===== src/rtl/gray_pkg.sv =====
`default_nettype none
// =============================================================================
// Module   : gray_pkg
// Brief    : Shared types, defaults and Gray-to-binary helper for the tracker.
// Revision : 1.0 - initial release
// =============================================================================
package gray_pkg;

    typedef enum logic [1:0] {
        ST_ACQUIRE = 2'd0,
        ST_TRACK   = 2'd1,
        ST_ERROR   = 2'd2
    } state_t;

    localparam int c_DEF_WIDTH      = 4;
    localparam int c_DEF_STABLE_CYC = 3;
    localparam int c_DEF_POS_W      = 16;
    localparam int c_GRAY_MAX_W     = 32;

    // MSB-down XOR prefix; bits at or above width are treated as absent.
    function automatic logic [c_GRAY_MAX_W-1:0] gray2bin(
        input logic [c_GRAY_MAX_W-1:0] gray,
        input int                      width
    );
        logic [c_GRAY_MAX_W-1:0] bin;
        logic                    acc;
        bin = '0;
        acc = 1'b0;
        for (int i = c_GRAY_MAX_W - 1; i >= 0; i--) begin
            if (i < width) begin
                acc    = acc ^ gray[i];
                bin[i] = acc;
            end
        end
        return bin;
    endfunction

endpackage : gray_pkg
`default_nettype wire


===== src/rtl/gray_debounce.sv =====
`default_nettype none
// =============================================================================
// Module   : gray_debounce
// Brief    : Candidate register and saturating match counter; strobes accept
//            on the sample that completes STABLE_CYC identical valid samples.
// Revision : 1.0 - initial release
// =============================================================================
module gray_debounce
    import gray_pkg::*;
#(
    parameter int WIDTH      = c_DEF_WIDTH,
    parameter int STABLE_CYC = c_DEF_STABLE_CYC
) (
    input  logic             clk,
    input  logic             rst_n,
    input  logic             clear,
    input  logic [WIDTH-1:0] gray_in,
    input  logic             in_valid,
    output logic             accept
);

    localparam int               c_CNT_W = $clog2(STABLE_CYC + 1);
    localparam logic [c_CNT_W-1:0] c_SAT  = c_CNT_W'(STABLE_CYC);
    localparam logic [c_CNT_W-1:0] c_LAST = c_CNT_W'(STABLE_CYC - 1);

    logic [WIDTH-1:0]   r_cand;
    logic [c_CNT_W-1:0] r_cnt;
    logic               w_match;
    logic               w_reload_accept;

    assign w_match = (gray_in == r_cand);

    // With a single-sample window a freshly reloaded code is already stable.
    generate
        if (STABLE_CYC == 1) begin : g_single
            assign w_reload_accept = 1'b1;
        end else begin : g_multi
            assign w_reload_accept = 1'b0;
        end
    endgenerate

    assign accept = in_valid && (w_match ? (r_cnt == c_LAST) : w_reload_accept);

    always_ff @(posedge clk or negedge rst_n) begin
        if (!rst_n) begin
            r_cand <= '0;
            r_cnt  <= '0;
        end else if (clear) begin
            r_cnt <= '0;
        end else if (in_valid) begin
            if (w_match) begin
                if (r_cnt != c_SAT) begin
                    r_cnt <= r_cnt + c_CNT_W'(1);
                end
            end else begin
                r_cand <= gray_in;
                r_cnt  <= c_CNT_W'(1);
            end
        end
    end

endmodule : gray_debounce
`default_nettype wire


===== src/rtl/gray_position_tracker.sv =====
`default_nettype none
// =============================================================================
// Module   : gray_position_tracker
// Brief    : Debounced Gray encoder tracker with legal-step checking, position
//            accumulator, direction/step strobes and sticky jump error.
// Revision : 1.0 - initial release
// =============================================================================
module gray_position_tracker
    import gray_pkg::*;
#(
    parameter int WIDTH      = c_DEF_WIDTH,
    parameter int STABLE_CYC = c_DEF_STABLE_CYC,
    parameter int POS_W      = c_DEF_POS_W
) (
    input  logic             clk,
    input  logic             rst_n,
    input  logic [WIDTH-1:0] gray_in,
    input  logic             in_valid,
    input  logic             clear,
    output logic [WIDTH-1:0] bin_out,
    output logic [POS_W-1:0] pos,
    output logic             dir,
    output logic             step_pulse,
    output logic             err,
    output logic             locked
);

    localparam logic [WIDTH-1:0] c_DELTA_UP = WIDTH'(1);
    localparam logic [WIDTH-1:0] c_DELTA_DN = {WIDTH{1'b1}};

    state_t           r_state;
    logic [WIDTH-1:0] r_bin;
    logic [POS_W-1:0] r_pos;
    logic             r_dir;
    logic             r_step;
    logic             r_err;
    logic             r_locked;

    logic             w_accept;
    logic [WIDTH-1:0] w_new_bin;
    logic [WIDTH-1:0] w_delta;

    gray_debounce #(
        .WIDTH      (WIDTH),
        .STABLE_CYC (STABLE_CYC)
    ) u_debounce (
        .clk      (clk),
        .rst_n    (rst_n),
        .clear    (clear),
        .gray_in  (gray_in),
        .in_valid (in_valid),
        .accept   (w_accept)
    );

    assign w_new_bin = WIDTH'(gray2bin(c_GRAY_MAX_W'(gray_in), WIDTH));
    // Modular difference makes the code wrap a legal single step both ways.
    assign w_delta   = w_new_bin - r_bin;

    always_ff @(posedge clk or negedge rst_n) begin
        if (!rst_n) begin
            r_state  <= ST_ACQUIRE;
            r_bin    <= '0;
            r_pos    <= '0;
            r_dir    <= 1'b0;
            r_step   <= 1'b0;
            r_err    <= 1'b0;
            r_locked <= 1'b0;
        end else begin
            r_step <= 1'b0;
            if (clear) begin
                r_state  <= ST_ACQUIRE;
                r_err    <= 1'b0;
                r_pos    <= '0;
                r_locked <= 1'b0;
            end else begin
                case (r_state)
                    ST_ACQUIRE: begin
                        if (w_accept) begin
                            r_bin    <= w_new_bin;
                            r_pos    <= '0;
                            r_state  <= ST_TRACK;
                            r_locked <= 1'b1;
                        end
                    end
                    ST_TRACK: begin
                        if (w_accept) begin
                            if (w_delta == c_DELTA_UP) begin
                                r_bin  <= w_new_bin;
                                r_pos  <= r_pos + POS_W'(1);
                                r_dir  <= 1'b1;
                                r_step <= 1'b1;
                            end else if (w_delta == c_DELTA_DN) begin
                                r_bin  <= w_new_bin;
                                r_pos  <= r_pos - POS_W'(1);
                                r_dir  <= 1'b0;
                                r_step <= 1'b1;
                            end else begin
                                r_err    <= 1'b1;
                                r_state  <= ST_ERROR;
                                r_locked <= 1'b0;
                            end
                        end
                    end
                    ST_ERROR: begin
                        r_state <= ST_ERROR;
                    end
                    default: begin
                        r_state  <= ST_ACQUIRE;
                        r_locked <= 1'b0;
                    end
                endcase
            end
        end
    end

    assign bin_out    = r_bin;
    assign pos        = r_pos;
    assign dir        = r_dir;
    assign step_pulse = r_step;
    assign err        = r_err;
    assign locked     = r_locked;

endmodule : gray_position_tracker
`default_nettype wire

===== config.mk =====
export PLATFORM = sky130hd
export DESIGN_NAME = gray_position_tracker
export DESIGN_NICKNAME = d
export VERILOG_FILES = /design/src/rtl/gray_pkg.sv /design/src/rtl/gray_debounce.sv /design/src/rtl/gray_position_tracker.sv
export SDC_FILE = /design/constraint.sdc
export NUM_CORES = 1
export LEC_CHECK = 0
export ABC_AREA = 1
export ABC_CLOCK_PERIOD_IN_PS = 3390
export CORE_MARGIN = 5
export CORE_UTILIZATION = 56
export CTS_CLUSTER_SIZE = 20
export DETAILED_ROUTE_END_ITERATION = 8
export GPL_ROUTABILITY_DRIVEN = 1
export PLACE_DENSITY = 0.8
export SLEW_MARGIN = 20
export SYNTH_ARGS = -nofsm -noshare
export SYNTH_HDL_FRONTEND = slang
export SYNTH_HIERARCHICAL = 1
export SYNTH_SLANG_ARGS = --single-unit

===== constraint.sdc =====
create_clock -name clk -period 3.39 [get_ports clk]
set_input_delay 1.017 -clock clk [delete_from_list [all_inputs] [get_ports clk]]
set_output_delay 1.017 -clock clk [all_outputs]
set_load 0.02 [all_outputs]

After elaboration in Yosys (flattened, before gate mapping)
Cells that the tools add are included.
W data, S select, Z words.
Operators by class
  bitwise logic cells: 5
  $add $sub $neg: 4
  mux-type cells: 40
  reduce and logical (&&, ||, !) cells: 16
  equal/unequal tests: 19
Operator list (count)
  $mux W16: 5
  $pmux W16 S2: 1
  $mux W1: 18
  $mux W2: 9
  $add A16 B1 Y16 const B: 1
  $mux W4: 4
  $reduce_and A4 Y1: 4
  $sub A16 B1 Y16 const B: 1
  $ne A3 B3 Y1 const B: 4
  $reduce_and A5 Y1: 2
  $reduce_bool A2 Y1: 5
  $ne A2 B2 Y1 const B: 4
  $pmux W4 S2: 1
  $ne A3 B2 Y1 const B: 2
  $pmux W2 S3: 1
  $eq A2 B2 Y1 const B: 2
  $eq A4 B1 Y1 const B: 1
  $eq A4 B4 Y1: 1
  $eq A4 B4 Y1 const B: 1
  $ne A2 B1 Y1 const B: 2
  $ne A4 B4 Y1 const B: 1
  $sub A4 B4 Y4: 1
  $pmux W1 S3: 1
  $reduce_and A3 Y1: 1
  other kinds (8): 11
Word-level totals
  output and inout bits: 24
  logic and storage cells: 93
  bits in registers: 32
  input port bits: 8

Logic depth before layout (Yosys ltp)
  depth after elaboration: 10
  gate-level depth with buffers: 22
  depth with buffers taken out: 22

Hierarchy
Netlist, hierarchy kept.
By module, submodules not included
  gray_position_tracker: area an instance 2198.4 µm², cells each 316, instances 1, seq. area each 650.6 µm²
  gray_debounce: area an instance 419.2 µm², cells each 58, instances 1, seq. area each 150.1 µm²

Worst setup path before layout
OpenSTA, ideal clock, no wires.
  kind: input -> register
  from: in gray_in[2]
  to: reg r_pos[10], in the netlist pos[10]
  path buffers: 0
  arrival time: 4.342 ns
  library setup time: 0.117 ns
  required time: 3.273 ns
  stages on the path: 19
  slack: -1.070 ns
  cells stage by stage: xor2_2 > xor2_1 > xor2_1 > inv_1 > ha_1 > fa_1 > nand2_1 > nor2_1 > nand3_2 > ha_1 > a21oi_1 > o21ai_0 > nand2_1 > nand2_1 > nand2_1 > nand2_1 > or2_2 > nand3_1 > nand2_1
Between the ends
  cells in the longest elaborated chain, start to end: 9
  elaborated cells on any way between the ends: 17
  those cells by class: 1 x add/sub; 6 x eq/ne; 5 x mux; 3 x bitwise; 2 x reduce/logical
Ends and longest elaborated chain
  from (decl): RTL line gray_position_tracker.sv:17  | input logic [WIDTH-1:0] gray_in,
  $xor A1 B1 Y1 (3 in a row): RTL line gray_pkg.sv:31  | acc = acc ^ gray[i];
  $sub A4 B4 Y4: RTL line gray_position_tracker.sv:57  | assign w_delta = w_new_bin - r_bin;
  $eq A4 B1 Y1: RTL line gray_position_tracker.sv:87  | if (w_delta == c_DELTA_UP) begin
  $mux W16: RTL line gray_position_tracker.sv:87
  $mux W16: RTL line gray_position_tracker.sv:86  | if (w_accept) begin
  $pmux W16 S2: RTL line gray_position_tracker.sv:76  | case (r_state)
  $mux W16: RTL line gray_position_tracker.sv:70  | if (clear) begin
  to (signal assigned): RTL line gray_position_tracker.sv:89  | r_pos <= r_pos + POS_W'(1);
  to (signal assigned): RTL line gray_position_tracker.sv:94  | r_pos <= r_pos - POS_W'(1);
  to (decl): RTL line gray_position_tracker.sv:33  | logic [POS_W-1:0] r_pos;
Several ways; a longest one is shown, not always the timed one. The select of a mux whose other input is x is not followed.
A chain may end at the register's enable or synchronous reset.

Worst setup path in the final report
  from: in gray_in[2]
  to: reg r_pos[10], in the netlist pos[10]
Between the ends
  cells in the longest elaborated chain, start to end: 9
  elaborated cells on any way between the ends: 17
  those cells by class: 1 x add/sub; 6 x eq/ne; 5 x mux; 3 x bitwise; 2 x reduce/logical
Ends and longest elaborated chain
  $xor A1 B1 Y1 *: RTL line gray_pkg.sv:31
  named net w_new_bin[2]: RTL line gray_position_tracker.sv:40  | logic [WIDTH-1:0] w_new_bin;
  $xor A1 B1 Y1 (2 in a row): RTL line gray_pkg.sv:31
  $sub A4 B4 Y4 *: RTL line gray_position_tracker.sv:57
  $eq A4 B1 Y1: RTL line gray_position_tracker.sv:87
  $mux W16: RTL line gray_position_tracker.sv:87
  $mux W16: RTL line gray_position_tracker.sv:86
  $pmux W16 S2: RTL line gray_position_tracker.sv:76
  $mux W16: RTL line gray_position_tracker.sv:70
The timed path passes the listed nets; every way through them passes the cells marked *. The select of a mux whose other input is x is not followed.

==> qor.yml <==
slew_violations: 0
grt_first_pass_wirelength_um: 14900
vias: 3236
grt_usage_pct: 30.6
routedWlPerCell_um: 21.7
finalCriticalPeriod_ns: 4.29
crit_arrival_ns: 4.48
netlist_area_um2: 2620
synth-seq-cells: 32
synth-seq-area-share_pct: 30.6
syn_avg_cell_area_um2: 7.00
start_kind: "primary input"
hold_viol: 0
cts_tree: "built"
hp-class: "reg2reg"
timing.fmax_mhz: 233
crit_fanout: 6
syn_to_final_growth_pct: 56.5
grt_max_degree: 33
htreeDepth: 2
hpwl_um: 4940
pwr_density_cell_nw_per_um2: 848
numCtsBuffers: 5
synth_compound_area_share_pct: 9.61
max_slew_margin_pct: 55.7
setup_viol: 26
totalWireLength_um: 11100
crit_chain: "buf_8 -> xor2_4 -> xor2_2 -> xor2_1 -> inv_1 -> ha_2 -> fa_2 -> nand2_2 -> nor2_4 -> nand3_4 -> buf_12 -> fa_2 -> nand2_2 -> o21ai_2 -> nand2_1 -> nand2_2 -> nand2_2 -> nand2_2 -> or2_4 -> nand3_2 -> nand2_2"
start_util_pct: 58.9
finalClockSkew_ns: 0.00986
grt_pass1_vias: 3128
postPlaceCellArea_um2: 3290
drc: 0
status: "finished, violations left"
die_h_um: 78.4
cts_hold_buffers: 0
clk_latency_ns: 0.30
synth_fa_ha_area_share_pct: 13.0
cp-end-kind: "flip-flop"
row_count: 24
synth_top_family_by_area: "simple AND/OR/NAND/NOR gates"
syn-num-nets: 408
ir_worst_vdd_uv: 627
worst_pin_slew_ns: 0.664
crit_required_ns: 3.58
synth.area.top_cells: "dfrtp_1, nand2_1, ha_1, inv_1, nor2_1"
antenna_found_initial: 0
max-cap-violations: 0
rsz0062_at_grt: "yes"
design_area_um2: 4100
grt.overflow.total: 0
critPathMostFrequentCell: "nand2_2"
finalSetupTns_ns: -13.53
clk_path_buf_depth: 2
finalCritPeriodShare_pct: 127
synthSimpleGateAreaFrac_pct: 35.9
leakage_nw: 2.04
synth_mux_area_share_pct: 0
drive_above_1_share_pct: 37.0
cpPeakStageDelay_ns: 0.54
diodes: 0
dp_slack_ns: -1.45
io-pin-count: 32
final_nets: 493
post-synth-top-count-cell: "nand2_1"
netlist.area_leader.share_pct: 30.6
routabilityCongestion: 0.840
synth_cell_type_count: 30
ys_top_cells_by_count: "nand2_1, inv_1, dfrtp_1, nor2_1, ha_1"
slowest_stage: "fa_2"
synth_ff_type: "dfrtp_1"
drtIter0Drc: 439
path_clk_slew_ns: 0.07
yosysTopAreaCell: "dfrtp_1"
synthArstFlopShare_pct: 100
ant_nets: 0
worst_slack_ns: -0.900
dieWidth_um: 78.4
critPathKind: "in2reg"
failed_checks: "negative setup slack"
cts_sinks: 32
synth_xor_xnor_area_share_pct: 2.63
yosys_warnings: 6
root_buffer: "clkbuf_8"
synthCells: 374
core_area_um2: 4440
drt_pass1_iterations: 6
timing.hold.ws_ns: 0.496
synth-edff-count: 0
via_per_inst: 6.32
dieArea_um2: 6140
io_buffers: 31
-- layer usage --
layer  GRT usage (%)  vias to the layer above  share of wire, %
li1                -                     1345                 -
met1            35.1                     1467                34
met2            54.4                      315                47
met3            5.38                      109                12
met4            15.9                        0               7.6
met5               0                        -                 0
-- state kept, by name, summed over array words and instances, names as in the netlist --
signal and cells:
locked 1, err 1, bin_out 4, step_pulse 1, dir 1, pos 16, r_state 2, u_debounce/r_cand 4
u_debounce/r_cnt 2
-- through the flow --
stage          instances  utilization [%]  power, mW
3_3_place_gp         490             74.0       2.05
3_5_place_dp         490             74.0       2.10
2_1_floorplan        374                -       1.55
6_report             512             92.1       3.47
5_1_grt              512             92.1       3.64
4_1_cts              506             86.5       2.86
-- critical path: cells and delay by family --
kind | cells | cell delay, ns
AOI/OAI and AO/OA | 1 | 0.07
xor gates and xnor gates | 3 | 0.69
adders and majority gates | 3 | 1.15
buffers and inverters | 3 | 0.38
and+or+nand+nor | 11 | 1.14
-- logic make-up (layout without fill, tap and decap cells) --
family,count (synthesis),after routing
AO/OA/AOI/OAI,46,46
XOR/XNOR,7,7
adder cells (fa/ha/maj),26,26
buffers and inverters,53,139
AND/OR/NAND/NOR,210,210
flip-flops,32,32
-- final cells by class --
| cell class | instances | area (um^2) |
|---|---|---|
| Multi-Input combinational cell | 289 | 2160 |
| Sequential cell | 32 | 801 |
| Timing Repair Buffer | 81 | 774 |
| Fill cell | 161 | 349 |
| Inverter | 50 | 188 |
| Clock buffer | 5 | 68.8 |
| Tap cell | 52 | 65.1 |
| Clock inverter | 3 | 42.5 |
-- what timing repair did --
action                                  CTS  global route
gates cloned                              1             0
gates resized for setup                  86            49
setup buffers                             7             7
pin swaps                                33            47
endpoints found under the setup margin   26            26
-- final timing paths --
kind	startpoint	endpoint	slack (ns)	cells past startpoint
worst min register to register	locked	locked	0.50	2
worst min-delay path	locked	locked	0.50	2
worst max register to register	bin_out[0]	pos[10]	0.27	16
max in group asynchronous	rst_n	pos[10]	1.94	2
worst max-delay path	gray_in[2]	pos[10]	-0.90	21
min in group asynchronous	rst_n	bin_out[2]	1.12	2
-- power breakdown --
part           internal [mW]  switching, mW  total (mW)  leakage (nW)
clock network          0.218          0.168       0.386        0.0541
logic                   1.08           1.44        2.52          1.57
registers              0.461          0.106       0.567         0.416
-- cells in the final DEF (no fill, tap or decap), types with 4 or more instances in the layout --
cell and count:
a21oi_1 10, a21oi_2 12, buf_4 41, buf_6 4, clkbuf_8 5, clkdlybuf4s50_1 27
dfrtp_1 32, ha_1 8, ha_4 15, inv_1 45, inv_2 5, nand2_1 104
nand2_2 25, nand2_4 9, nand3_1 15, nand3_2 8, nor2_1 23, nor2_2 6
nor2_4 5, o21ai_0 5, o21ai_1 12
Note: power is estimated with default switching activity, not from simulation.
